## config.mk

```make
export PLATFORM = sky130hd
export DESIGN_NAME = vc_arbiter
export DESIGN_NICKNAME = d
export VERILOG_FILES = /design/src/rtl/vc_arbiter.sv
export SDC_FILE = /design/constraint.sdc
export NUM_CORES = 1
export LEC_CHECK = 0
export BUFFER_PORTS_ARGS = -buffer_cell sky130_fd_sc_hd__buf_2
export CAP_MARGIN = 20
export CORE_ASPECT_RATIO = 1.75
export CORE_UTILIZATION = 47
export DETAILED_ROUTE_END_ITERATION = 12
export GPL_TIMING_DRIVEN = 0
export PLACE_DENSITY = 0.86
export SYNTH_ARGS = -nofsm -noshare
export SYNTH_HDL_FRONTEND = slang
export SYNTH_SLANG_ARGS = --single-unit
```

## constraint.sdc

```tcl
create_clock -name clk -period 1.7 [get_ports clk]
set_input_delay 0.17 -clock clk [delete_from_list [all_inputs] [get_ports clk]]
set_output_delay 0.17 -clock clk [all_outputs]
set_load 0.03 [all_outputs]
```

## src/rtl/vc_arbiter.sv

```systemverilog
// rtl/vc_arbiter.sv - VC0/VC1 FIFO read arbiter routing words to the D0/D1 destination FIFOs
module vc_arbiter #(
  parameter int data_width = 6
) (
  input  logic                  clk,
  input  logic                  reset,
  input  logic                  init,
  input  logic                  empty_vc0,
  input  logic                  empty_vc1,
  input  logic [data_width-1:0] data_vc0,
  input  logic [data_width-1:0] data_vc1,
  input  logic                  almost_full_d0,
  input  logic                  almost_full_d1,
  output logic                  pop_vc0,
  output logic                  pop_vc1,
  output logic                  push_d0,
  output logic                  push_d1,
  output logic [data_width-1:0] data_out,
  output logic [4:0]            cnt_d0,
  output logic [4:0]            cnt_d1,
  output logic [1:0]            state,
  output logic                  idle
);

  typedef enum logic [1:0] {
    ST_RESET  = 2'd0,
    ST_INIT   = 2'd1,
    ST_IDLE   = 2'd2,
    ST_ACTIVE = 2'd3
  } state_t;

  state_t                state_q, state_d;
  logic                  gap0_q, gap1_q;
  logic                  push_d0_q, push_d1_q, idle_q;
  logic [data_width-1:0] data_q;
  logic [4:0]            cnt0_q, cnt1_q;

  logic                  run, elig0, elig1, pop0, pop1, any_pop, wdest;
  logic [data_width-1:0] word;

  // The peek word is stale for one cycle after a pop, so a VC just popped must sit out a cycle.
  always_comb begin
    run     = reset && init && (state_q == ST_IDLE || state_q == ST_ACTIVE);
    elig0   = run && !empty_vc0 && !gap0_q &&
              !(data_vc0[data_width-1] ? almost_full_d1 : almost_full_d0);
    elig1   = run && !empty_vc1 && !gap1_q &&
              !(data_vc1[data_width-1] ? almost_full_d1 : almost_full_d0);
    pop0    = elig0;
    pop1    = elig1 && !elig0;
    any_pop = pop0 || pop1;
    word    = pop0 ? data_vc0 : data_vc1;
    wdest   = word[data_width-1];
  end

  always_comb begin
    state_d = state_q;
    if (!reset) begin
      state_d = ST_RESET;
    end else if (!init) begin
      state_d = ST_INIT;
    end else begin
      case (state_q)
        ST_RESET: state_d = ST_INIT;
        ST_INIT:  state_d = ST_IDLE;
        default:  state_d = (elig0 || elig1) ? ST_ACTIVE : ST_IDLE;
      endcase
    end
  end

  always_ff @(posedge clk) begin
    state_q <= state_d;
  end

  // Dropping init clears the datapath exactly like reset; a word popped on that edge is lost.
  always_ff @(posedge clk) begin
    if (!reset || !init) begin
      gap0_q    <= 1'b0;
      gap1_q    <= 1'b0;
      push_d0_q <= 1'b0;
      push_d1_q <= 1'b0;
      data_q    <= '0;
      cnt0_q    <= '0;
      cnt1_q    <= '0;
      idle_q    <= 1'b0;
    end else begin
      gap0_q    <= pop0;
      gap1_q    <= pop1;
      push_d0_q <= any_pop && !wdest;
      push_d1_q <= any_pop && wdest;
      if (any_pop) begin
        data_q <= word;
      end
      if (any_pop && !wdest) begin
        cnt0_q <= cnt0_q + 5'd1;
      end
      if (any_pop && wdest) begin
        cnt1_q <= cnt1_q + 5'd1;
      end
      idle_q    <= (state_d == ST_IDLE);
    end
  end

  assign pop_vc0  = pop0;
  assign pop_vc1  = pop1;
  assign push_d0  = push_d0_q;
  assign push_d1  = push_d1_q;
  assign data_out = data_q;
  assign cnt_d0   = cnt0_q;
  assign cnt_d1   = cnt1_q;
  assign state    = state_q;
  assign idle     = idle_q;

endmodule
```

Yosys cells after proc, flatten, opt, wreduce, memory -nomap -nowiden
Index checks and enable logic that the tools add are counted.
{ "op_classes": {"muxes": 7, "add_sub_neg": 2, "reduce_logical": 26, "n_eq_ne": 4} }
{ "op_table": {"columns": ["operator", "n"], "rows": [
  ["1-bit logical AND", 11],
  ["5-bit by 1-bit adder with 5-bit output (second input constant)", 2],
  ["1-bit zero test", 10],
  ["2-bit == test (second input constant)", 3],
  ["6-bit two-way mux", 1],
  ["1-bit logical OR", 4],
  ["2-bit two-way mux", 2],
  ["2-bit case mux with 2 select lines", 1],
  ["1-bit two-way mux", 3],
  ["2-bit by 1-bit == test with 1-bit output (second input constant)", 1],
  ["2-bit zero test", 1]
]} }
{ "word_totals": {"regBits": 23, "elab_cells": 48} }

Longest topological paths before layout
Gate-level depths: netlist (run 1).
{ "logic_depth": {"word_depth": 12, "mapped_depth": 6} }

Worst setup path before layout (run 1)
No wires, ideal clock.
{ "synth_timing": {"path_type": "reg2out", "from": "register state_q[1], in the netlist state[1]", "to": "output pop_vc1", "n_path_buf": 2, "required_ps": 1530, "stages_incl_launch_ff": 7, "arrival_time_ps": 1758, "path_slack_ps": -228, "cell_sequence": "dfxtp_1 -> buf_2 -> nand3_1 -> nand4b_1 -> buf_2 -> inv_1 -> nor2_1"} }
{ "synth_between": {"elab_chain_cells": 8, "word_cells_on_any_way": 12, "cone_classes": "2 x eq/ne; 10 x reduce/logical"} }
{ "synth_rtl": {"columns": ["item", "line_no", "text"], "rows": [
  ["from (decl)", "32", "state_t state_q, state_d;"],
  ["from (signal assigned)", "71", "state_q <= state_d;"],
  ["2-bit == test", "43", "run = reset && init && (state_q == ST_IDLE || state_q == ST_ACTIVE);"],
  ["1-bit logical OR *", "43", null],
  ["1-bit logical AND *", "43", null],
  ["1-bit logical AND * (3 in a row)", "44", "elig0 = run && !empty_vc0 && !gap0_q &&"],
  ["named net pop_vc0", "14", "output logic pop_vc0,"],
  ["1-bit zero test *", "49", "pop1 = elig1 && !elig0;"],
  ["1-bit logical AND *", "49", null],
  ["to (decl)", "15", "output logic pop_vc1,"]
]} }
The timed path passes the listed nets; every way through them passes the cells marked *.

Final worst setup path (run 1)
{ "layout_timing": {"from": "register state_q[1], in the netlist state[1]", "to": "output pop_vc1"} }
{ "layout_between": {"elab_chain_cells": 8, "word_cells_on_any_way": 12, "cone_classes": "2 x eq/ne; 10 x reduce/logical"} }
{ "layout_rtl": {"columns": ["item", "line_no"], "rows": [
  ["2-bit == test", "43"],
  ["1-bit logical OR *", "43"],
  ["1-bit logical AND *", "43"],
  ["1-bit logical AND (3 in a row)", "44"],
  ["1-bit zero test", "49"],
  ["1-bit logical AND *", "49"]
]} }
Mark *: on every way between the ends. The rest lies on a longest branch, timed or not.

==> metrics.txt, run 1 <==
fin worst setup slack 62.77 ps; Seq/Total Area, Yosys 0.4294; total power 0.0009190 W; Slew Viols, Final 0; Post-DRT Antenna Nets 0; slew of the pin with the lowest slew margin 491.5 ps; Worst Hold Path EP state[0]; core box area around 2100 sq um; setup total negative slack 0 ps; final WL 2388 um; Comb power frac 0.121; CTS tree built; Worst R2R Path Depth 5; Final setup viols 0; wire per inst 12.44 um; GRT Util Overall 0.2015; drt via density 5.365; Clock power frac 0.283; P_sw 0.0002437 W; Area growth, synth to finish 33.14%; Starting Density 0.5059; clk_lat worst skew 310 ps; crit path launch state[1]; CP required 1530 ps; syn_nets 138; Synth cell types 33; Synth Cell Area 1072 sq um; total I/O pin count 42; hold path cells 2; initial antenna violation count 0; number of port buffers 41; slew margin rel. 0.6718; die area 2484 sq um; drc violations 0; worst stage delay on the critical path 380 ps; worst r2r dst cnt_d0[1]; min-delay src reset; CP max-delay cell dfxtp_4; CP Max Fanout 7; pin count of the biggest net entering global routing 14; Num CTS Buffers 3; hold buffers post-CTS 0; Power Density 643.8 nW/um^2; r2r setup slk 190 ps; Fin Clk Skew 3.041 ps; clock sink total 23; Pint around 0.00068 W; Die Y 65.19 um; fin crit period about 1600 ps; Seq cells post-synth 23; worst reg2reg startpoint gap0_q; Gate Count Post-Synth 117; LEAKAGE 0.6230 nW; crit path capture type primary output; gpl congestion 0.8232; fin crit share 0.9631; CTS Root Cell clkbuf_4; first-pass GRT wire length 3719 um; Clock Path Buffers 2; Max Freq 610.8 MHz; post-DP HPWL 1806 um; status finished, final reports clean; via count of the first global-routing pass 940; first-pass detailed-route iteration total 4; max cap viols 0; Die Wd 38.11 um; fin nets 190; Rows 22; CP cell instances nand3_4 -> nand4b_1 -> buf_6 -> clkinvlp_4 -> nor2_4 -> buf_6; drt initial violations 24; Place WS -57.91 ps; Seq pwr share 0.596; ant diodes 0; # H-tree levels 1; Top cell by count, worst path buf_6; share of cells above drive strength 1 0.3869; Syn. warnings 0; vias after detailed routing 1030; Sw Share 0.2652; Setup Crit Path Kind reg2out; worst path arrival time 1470 ps; CP startpoint kind flip-flop; syn avg cell area 9.165 sq um; Remaining Overflow, GRT 0; Hold Violations, Final 0; Worst-path clk slew 130 ps; worst vdd ir around 0.66 mV; final-layout fill cell count approximately 160; Hold Path Class in2reg
==> cell families (layout without fill, tap and decap cells) <==
| family | count (synthesis) | in the layout | synth area share |
|---|---|---|---|
| AND/OR/NAND/NOR | 40 | 40 | 0.2065 |
| buffers and inverters | 9 | 60 | 0.03734 |
| multiplexers | 9 | 9 | 0.08402 |
| adder cells (fa/ha/maj) | 2 | 2 | 0.02333 |
| AO/OA/AOI/OAI | 34 | 34 | 0.2194 |
| flip-flops | 23 | 23 | 0.4294 |
==> placed cells by master, fill, tap and decap left out, types with 3 or more instances in the layout <==
cell / netlist / final
a21oi_1: 12 / 12
buf_2: 2 / 39
buf_4: 1 / 9
clkbuf_4: 0 / 3
dfxtp_1: 23 / 22
inv_1: 4 / 3
mux2i_1: 9 / 9
nand2_1: 9 / 9
nand2b_1: 4 / 4
nand3_1: 5 / 4
nor2_1: 7 / 5
nor2_4: 2 / 3
o21ai_0: 8 / 8
o21ai_1: 3 / 3
or3_1: 3 / 3
==> per-layer routing <==
layer,up-vias,global-route usage,part of all wire,wire (um)
li1,531,-,-,-
met1,466,0.2146,0.40,965
met2,29,0.3644,0.54,1293
met3,4,0.03378,0.039,93
met4,0,0.08482,0.015,36
met5,-,0,0,0
==> cells in the mapped netlist (all sizes together) <==
cell type | n | area, sq um
and2 | 1 | 6.260
o2111ai | 1 | 26.28
o21a | 1 | 7.510
a211oi | 2 | 15.01
or3 | 3 | 18.77
clkbuf | 2 | 7.510
a32oi | 1 | 8.760
and2b | 1 | 7.510
o221a | 1 | 11.26
mux2i | 9 | 90.09
or4 | 2 | 15.01
nand3 | 5 | 25.02
a2111o | 1 | 11.26
nand3b | 2 | 15.01
nand2b | 4 | 25.02
o311ai | 1 | 16.27
nand2 | 9 | 33.78
inv | 4 | 15.01
a21oi | 13 | 68.82
nor2 | 9 | 48.80
dfxtp | 23 | 460.4
buf | 3 | 17.52
nand4b | 1 | 8.760
nor3 | 1 | 5.000
nand4 | 1 | 6.260
o31ai | 2 | 15.01
o21ai | 11 | 55.05
nor2b | 1 | 6.260
ha | 2 | 25.02
==> per-stage QoR <==
stage / hold slack (ps) / instance area, sq um / cells / util
2_1_floorplan: 287.5 / 1087 / 117 / -
3_3_place_gp: 410.1 / 1323 / 182 / 0.6240
3_5_place_dp: 416.1 / 1323 / 182 / 0.6240
4_1_cts: 108.8 / 1379 / 187 / 0.6505
5_1_grt: 118.9 / 1428 / 192 / 0.6736
6_report: 112.3 / 1428 / 192 / 0.6736
==> flip-flops by register name (all words and copies together), names as in the netlist <==
signal / cells
gap0_q: 1
push_d0: 1
gap1_q: 1
state: 2
push_d1: 1
cnt_d1: 5
cnt_d0: 5
idle: 1
data_out: 6
==> critical path, delay by kind of cell, from the launching register on <==
family,cells,cell delay [ps]
simple gates,3,360
buf+inv,3,410
flops,1,380
==> timing repair <==
item	in CTS	in global routing
setup endpoints to repair	2	2
gates resized for setup	4	6
setup buffers	2	5
pin swaps	0	1
==> power groups by stage <==
stage	Combinational (W)	Sequential (W)	Clock, W
after detailed placement	0.000106	0.000560	0
after global placement	0.000103	0.000559	0
after global routing	0.000122	0.000549	0.000289
final	0.000112	0.000548	0.000260
after floorplan	0.0000521	0.000570	0
after CTS	0.000110	0.000548	0.000264
==> worst max path at each step <==
stage | end | slack [ps] | depth (start not counted)
6_report | pop_vc1 | 60 | 6
5_1_grt | pop_vc1 | -30 | 6
4_1_cts | pop_vc1 | 1 | 6
3_5_place_dp | pop_vc1 | -60 | 7
3_3_place_gp | pop_vc1 | -20 | 7
2_1_floorplan | pop_vc1 | 50 | 6
==> layout make-up <==
type,count,area (sq um),share of cell area
buffer,4,26.28,0.01840
clock buffer,3,22.52,0.01578
clock inverter,1,5.005,0.003506
inverter,4,18.77,0.01315
multi-input combinational,85,594.3,0.4163
sequential,23,464.2,0.3252
tap,24,30.03,0.02103
timing repair buffer,48,266.5,0.1867
Power figures use the tool's default switching activity.
==> run 2: changes to the inputs <==
--- a/config.mk
+++ b/config.mk
@@ -12,6 +12,7 @@
 export DETAILED_ROUTE_END_ITERATION = 12
 export GPL_TIMING_DRIVEN = 0
 export PLACE_DENSITY = 0.86
+export SETUP_SLACK_MARGIN = 0.3
 export SYNTH_ARGS = -nofsm -noshare
 export SYNTH_HDL_FRONTEND = slang
 export SYNTH_SLANG_ARGS = --single-unit
==> run 2 against run 1 <==
The flow now finishes with violations (setup timing); count of clock-buffer cells in the layout did not move; combinational power up 28%; critical path depth up 1.
==> metrics.txt, run 2 (same netlist as run 1, synthesis figures left out) <==
Starting Density 0.5059 (unchanged); worst reg2reg startpoint gap0_q; Hold Violations, Final 0 (unchanged); Clock power frac 0.285 (+0.002); CP Max Fanout 3 (-4); ant diodes 0 (unchanged); worst path arrival time 1530 ps (+60 ps); Setup Crit Path Kind reg2out; gpl congestion 0.7179 (-13%); Pint 0.0006922 W (+2.5%); Num CTS Buffers 3 (unchanged); fin worst setup slack -0.1684 ps (-62.94 ps); via count of the first global-routing pass 1061 (+13%); clk_lat worst skew 340 ps (+30 ps); Hold Path Class in2reg; first-pass GRT wire length 4333 um (+17%); P_sw 0.0002733 W (+12%); final-layout fill cell count 161 (+3.2%); status complete, but fails checks; Power Density 616.8 nW/um^2 (-4.2%); r2r setup slk 120 ps (-70 ps); Worst-path clk slew 130 ps (about the same); slew of the pin with the lowest slew margin 422.6 ps (-68.84 ps); drt via density 5.744 (+7.1%); CP startpoint kind flip-flop; clock sink total 23 (unchanged); max FFs per register 6 (unchanged); initial antenna violation count 0 (unchanged); Seq pwr share 0.567 (-0.029); core box area 2120 sq um (unchanged); setup total negative slack -0.1684 ps (-0.1684 ps); drc violations 0 (unchanged); max cap viols 0 (unchanged); wire per inst 15.33 um (+23%); min-delay src data_vc0[4]; crit path capture type primary output; pin count of the biggest net entering global routing 14 (unchanged); worst vdd ir 0.6147 mV (-6.8%); total I/O pin count 42 (unchanged); Worst R2R Path Depth 5 (unchanged); GRT Util Overall 0.2420 (+0.04048); worst r2r dst cnt_d0[4]; commonest non-fill, non-tap cells in the layout buf_2, dfxtp_1, buf_4; slew margin rel. 0.7176 (+0.04575); Remaining Overflow, GRT 0 (unchanged); Comb power frac 0.148 (+0.027); Final setup viols 1 (+1); vias after detailed routing 1143 (+11%); die area 2484 sq um (unchanged); Rows 22 (unchanged); number of port buffers 41 (unchanged); CTS tree built; non-filler cells, final 199 (+3.6%); fin nets 197 (+3.7%); commonest non-fill, non-tap cell in the layout buf_2; RSZ-0062 raised after global routing yes; Fin Clk Skew 6.654 ps (+3.613 ps); fin crit period 1700 ps (+62.94 ps); # H-tree levels 1 (unchanged); final WL 3051 um (+28%); Max Freq 588.2 MHz (-3.7%); first-pass detailed-route iteration total 4 (unchanged); end of the critical path pop_vc1; drt initial violations 46 (+92%); Die Y 65.19 um (unchanged); post-DP HPWL 1905 um (+5.5%); failing checks setup timing; Die Wd 38.11 um (unchanged); CTS Root Cell clkbuf_4; Sw Share 0.2830 (+0.01786); Post-DRT Antenna Nets 0 (unchanged); Area growth, synth to finish 45.97%; CP required 1530 ps (about the same); LEAKAGE 0.6731 nW (+8.1%); share of cells above drive strength 1 0.4800 (+0.09310); Clock Path Buffers 2 (unchanged); fin crit share 1.000 (+0.03702); dpl cells 182 (unchanged); Slew Viols, Final 0 (unchanged); crit path launch state[1]; hold buffers post-CTS 0 (unchanged)
-- run 2: cell count changes in the layout (fill, tap and decap cells not counted), moves of 2 or more --
cell      before  now
a21oi_1       12    9
a21oi_2        1    4
buf_4          9   12
o21ai_0        8    5
a211oi_1       2    0
a211oi_2       0    2
buf_6          2    4
buf_8          0    2
dfxtp_1       22   20
dfxtp_2        0    2
o21ai_2        0    2
-- run 2: metal layers --
layer / vias up / track usage / routed length [um]
met4: 0 / 0.1339 / 86
li1: 543 / - / -
met1: 552 / 0.2435 / 1093
met3: 9 / 0.04392 / 135
met5: - / 0 / 0
met2: 39 / 0.4343 / 1736
-- run 2: repair_timing --
action	CTS	global route
gates cloned	0	0
setup endpoints to repair	7	16
pin swaps	2	3
gates resized for setup	6	20
buffers inserted	10	3
-- run 2: final cells by class --
type	instances	area [sq um]	area share
buffer	5	42.54	0.02718
inverter	4	22.52	0.01439
clock buffer	3	22.52	0.01439
multi-input combinational	85	649.4	0.4149
sequential	23	466.7	0.2982
timing repair buffer	54	326.6	0.2086
clock inverter	1	5.005	0.003197
tap	24	30.03	0.01918
-- run 2: worst min-delay path by stage --
stage | cells after the start | end | slack, ps
final | 3 | data_out[4] | 90
after global routing | 3 | data_out[4] | 90
after CTS | 2 | state[0] | 110
after detailed placement | 2 | state[0] | 460
after global placement | 2 | state[0] | 440
after floorplan | 1 | state[0] | 290
-- run 2: power by group through the flow --
stage          clock network (W)  logic [W]  registers [W]
5_1_grt                 0.000296   0.000152       0.000548
2_1_floorplan                  0  0.0000545       0.000570
3_5_place_dp                   0   0.000111       0.000559
6_report                0.000275   0.000143       0.000547
3_3_place_gp                   0   0.000107       0.000559
4_1_cts                 0.000260   0.000126       0.000547
-- run 2: critical path, stage by stage (launching register included) --
cell        delay, ps
dfxtp_4           370
buf_8             100
nand3_4            60
nand4b_1          230
buf_6             170
clkinvlp_4         90
nor2_4             30
buf_6             140
-- run 2: per-stage QoR --
step | setup slack (ps) | area [sq um] | total power [W] | hold WS (ps) | utilization
floorplan | 218.5 | 1115 | 0.0006242 | 287.5 | -
global route | -47.41 | 1565 | 0.0009956 | 93.81 | 0.7385
global placement | 158.8 | 1350 | 0.0006653 | 442.4 | 0.6370
detailed placement | 153.3 | 1350 | 0.0006698 | 458.1 | 0.6370
CTS | 48.10 | 1473 | 0.0009328 | 114.1 | 0.6948
finish | -0.1684 | 1565 | 0.0009655 | 88.38 | 0.7385
==> run 3: changes to the inputs <==
--- a/config.mk
+++ b/config.mk
@@ -5,10 +5,11 @@
 export SDC_FILE = /design/constraint.sdc
 export NUM_CORES = 1
 export LEC_CHECK = 0
-export BUFFER_PORTS_ARGS = -buffer_cell sky130_fd_sc_hd__buf_2
+export BUFFER_PORTS_ARGS = -buffer_cell sky130_fd_sc_hd__buf_4
 export CAP_MARGIN = 20
 export CORE_ASPECT_RATIO = 1.75
 export CORE_UTILIZATION = 47
+export CTS_BUF_LIST = sky130_fd_sc_hd__clkbuf_4 sky130_fd_sc_hd__clkbuf_8 sky130_fd_sc_hd__clkbuf_16
 export DETAILED_ROUTE_END_ITERATION = 12
 export GPL_TIMING_DRIVEN = 0
 export PLACE_DENSITY = 0.86
==> run 3 against run 2 <==
Combinational power up 4%; worst hold slack better by 23 ps; critical path depth unchanged; clock power down 8.0%; fmax up 1.6%; first-iteration DRC count down 50%; worst setup slack better by 27 ps; critical path type unchanged; critical endpoint unchanged; sequential share of layout area down 0.81 points; count of clock-buffer cells in the layout unchanged; sequential power about the same; design area up 2.8%; register-to-register slack better by 50 ps; the flow now finishes without violations.
==> metrics.txt, run 3 (same netlist as run 1, synthesis figures left out) <==
status finished, final reports clean; commonest non-fill, non-tap cell in the layout buf_4; Rows 22 (unchanged); Setup Crit Path Kind reg2out; total I/O pin count 42 (unchanged); Die Wd 38.11 um (unchanged); worst path arrival time 1500 ps (-30 ps); drt initial violations 23 (-50%); worst vdd ir 0.4862 mV (-21%); CP Max Fanout 3 (unchanged); Routed met3 length 120 um (-11%); Num CTS Buffers 3 (unchanged); first-pass detailed-route iteration total 4 (unchanged); Final setup viols 0 (-1); fin crit period 1674 ps (-26.67 ps); dpl cell area 1453 sq um (+7.6%); post-DP HPWL 2073 um (+8.8%); wire per inst 14.74 um (-3.9%); CP required 1530 ps (about the same); vias after detailed routing 1104 (-3.4%); top sig layer met4; LEAKAGE 0.6687 nW (-0.66%); Area growth, synth to finish 50.06%; RSZ-0062 raised after global routing yes; Die Y 65.19 um (unchanged); gpl congestion 0.7344 (+2.3%); first-pass GRT wire length 4491 um (+3.6%); Clock Path Buffers 2 (unchanged); Remaining Overflow, GRT 0 (unchanged); Slew Viols, Final 0 (unchanged); ant diodes 0 (unchanged); final instance area 1609 sq um (+2.8%); pin count of the biggest net entering global routing 14 (unchanged); Max Freq 597.5 MHz (+1.6%); CTS Root Cell clkbuf_4; fin nets 195 (-1.0%); core box area 2120 sq um (unchanged); max cap viols 0 (unchanged); via count of the first global-routing pass 1068 (+0.66%); max FFs per register 6 (unchanged); Fin Clk Skew 2.430 ps (-4.224 ps); commonest non-fill, non-tap cells in the layout buf_4, dfxtp_1, a21oi_1; crit path capture type primary output; clk_lat worst skew 310 ps (-30 ps); Hold Path Class in2reg; CTS tree built; fin worst setup slack 26.50 ps (+26.67 ps); slew of the pin with the lowest slew margin 634.4 ps (+211.8 ps); die area 2484 sq um (unchanged); Post-DRT Antenna Nets 0 (unchanged); slew margin rel. 0.5764 (-0.1412); Power Density 590.4 nW/um^2 (-4.3%); Place WS 178.8 ps (+25.44 ps); share of cells above drive strength 1 0.4509 (-0.02913); fin crit share 0.9844 (-0.01569); Routed met2 length 1713 um (-1.3%); # H-tree levels 1 (unchanged); initial antenna violation count 0 (unchanged); Worst-path clk slew 130 ps (about the same); final WL 2904 um (-4.8%); WL met1 1037 um (-5.1%); CP startpoint kind flip-flop; drc violations 0 (unchanged); GRT Util Overall 0.2485 (+0.006540); drt via density 5.604 (-2.4%); hold buffers post-CTS 0 (unchanged); Hold Violations, Final 0 (unchanged); clock sink total 23 (unchanged); number of port buffers 41 (unchanged); Starting Density 0.5059 (unchanged)
-- run 3: cell types whose count changed in the layout (fill, tap and decap cells not counted), moves of 3 or more --
cell,delta
a21oi_1,+3
a21oi_2,-4
o21ai_0,-3
buf_2,-39
buf_4,+39
o21ai_1,+3
-- run 3: metal layers --
metal	up-vias	GRT usage
met5	-	0
met4	0	0.1205
met3	4	0.04392
met2	38	0.4703
met1	521	0.2345
li1	541	-
-- run 3: area by class of cell --
type / instances / area, sq um
Fill cell: 149 / 510.5
Inverter: 4 / 22.52
Sequential cell: 23 / 466.7
Clock inverter: 1 / 5.005
Timing Repair Buffer: 52 / 397.9
Clock buffer: 3 / 22.52
Buffer: 5 / 41.29
Tap cell: 24 / 30.03
Multi-Input combinational cell: 85 / 623.1
-- run 3: through the flow --
| stage | cells | power (W) | util | hold slack, ps | setup TNS [ps] |
|---|---|---|---|---|---|
| after floorplan | 117 | 0.0006242 | - | 287.5 | 0 |
| after global placement | 182 | 0.0006811 | 0.6854 | 415.7 | 0 |
| after detailed placement | 182 | 0.0006865 | 0.6854 | 437.3 | 0 |
| after CTS | 195 | 0.0009533 | 0.7385 | 103.6 | 0 |
| after global routing | 197 | 0.0009906 | 0.7592 | 96.97 | -74.16 |
| final | 197 | 0.0009500 | 0.7592 | 111.7 | 0 |
-- run 3: power breakdown --
group / switching [W] / internal (W) / total [W]
Clock: 0.000165 / 0.0000880 / 0.000253
Combinational: 0.0000791 / 0.0000700 / 0.000149
Sequential: 0.00000365 / 0.000544 / 0.000547
Total: 0.000248 / 0.000702 / 0.000950
-- run 3: path summary, 6_finish.rpt --
check,end,from,slack [ps],cells after the start
worst min-delay path,data_out[3],data_vc0[3],110,3
worst min register to register,cnt_d1[4],cnt_d1[4],490,2
worst max register to register,cnt_d0[3],state[1],170,6
worst max-delay path,pop_vc1,state[1],30,7
-- run 3: what timing repair did --
item	in CTS	in global routing
pin swaps	2	0
endpoints found under the setup margin	8	16
setup buffers	9	2
gates resized for setup	5	12
-- run 3: worst max-delay path, stage by stage, from the launching register on --
cell        delay [ps]
dfxtp_4            370
buf_8               90
nand3_4             50
nand4b_1           230
buf_6              170
clkinvlp_4          90
nor2_4              40
buf_6              150
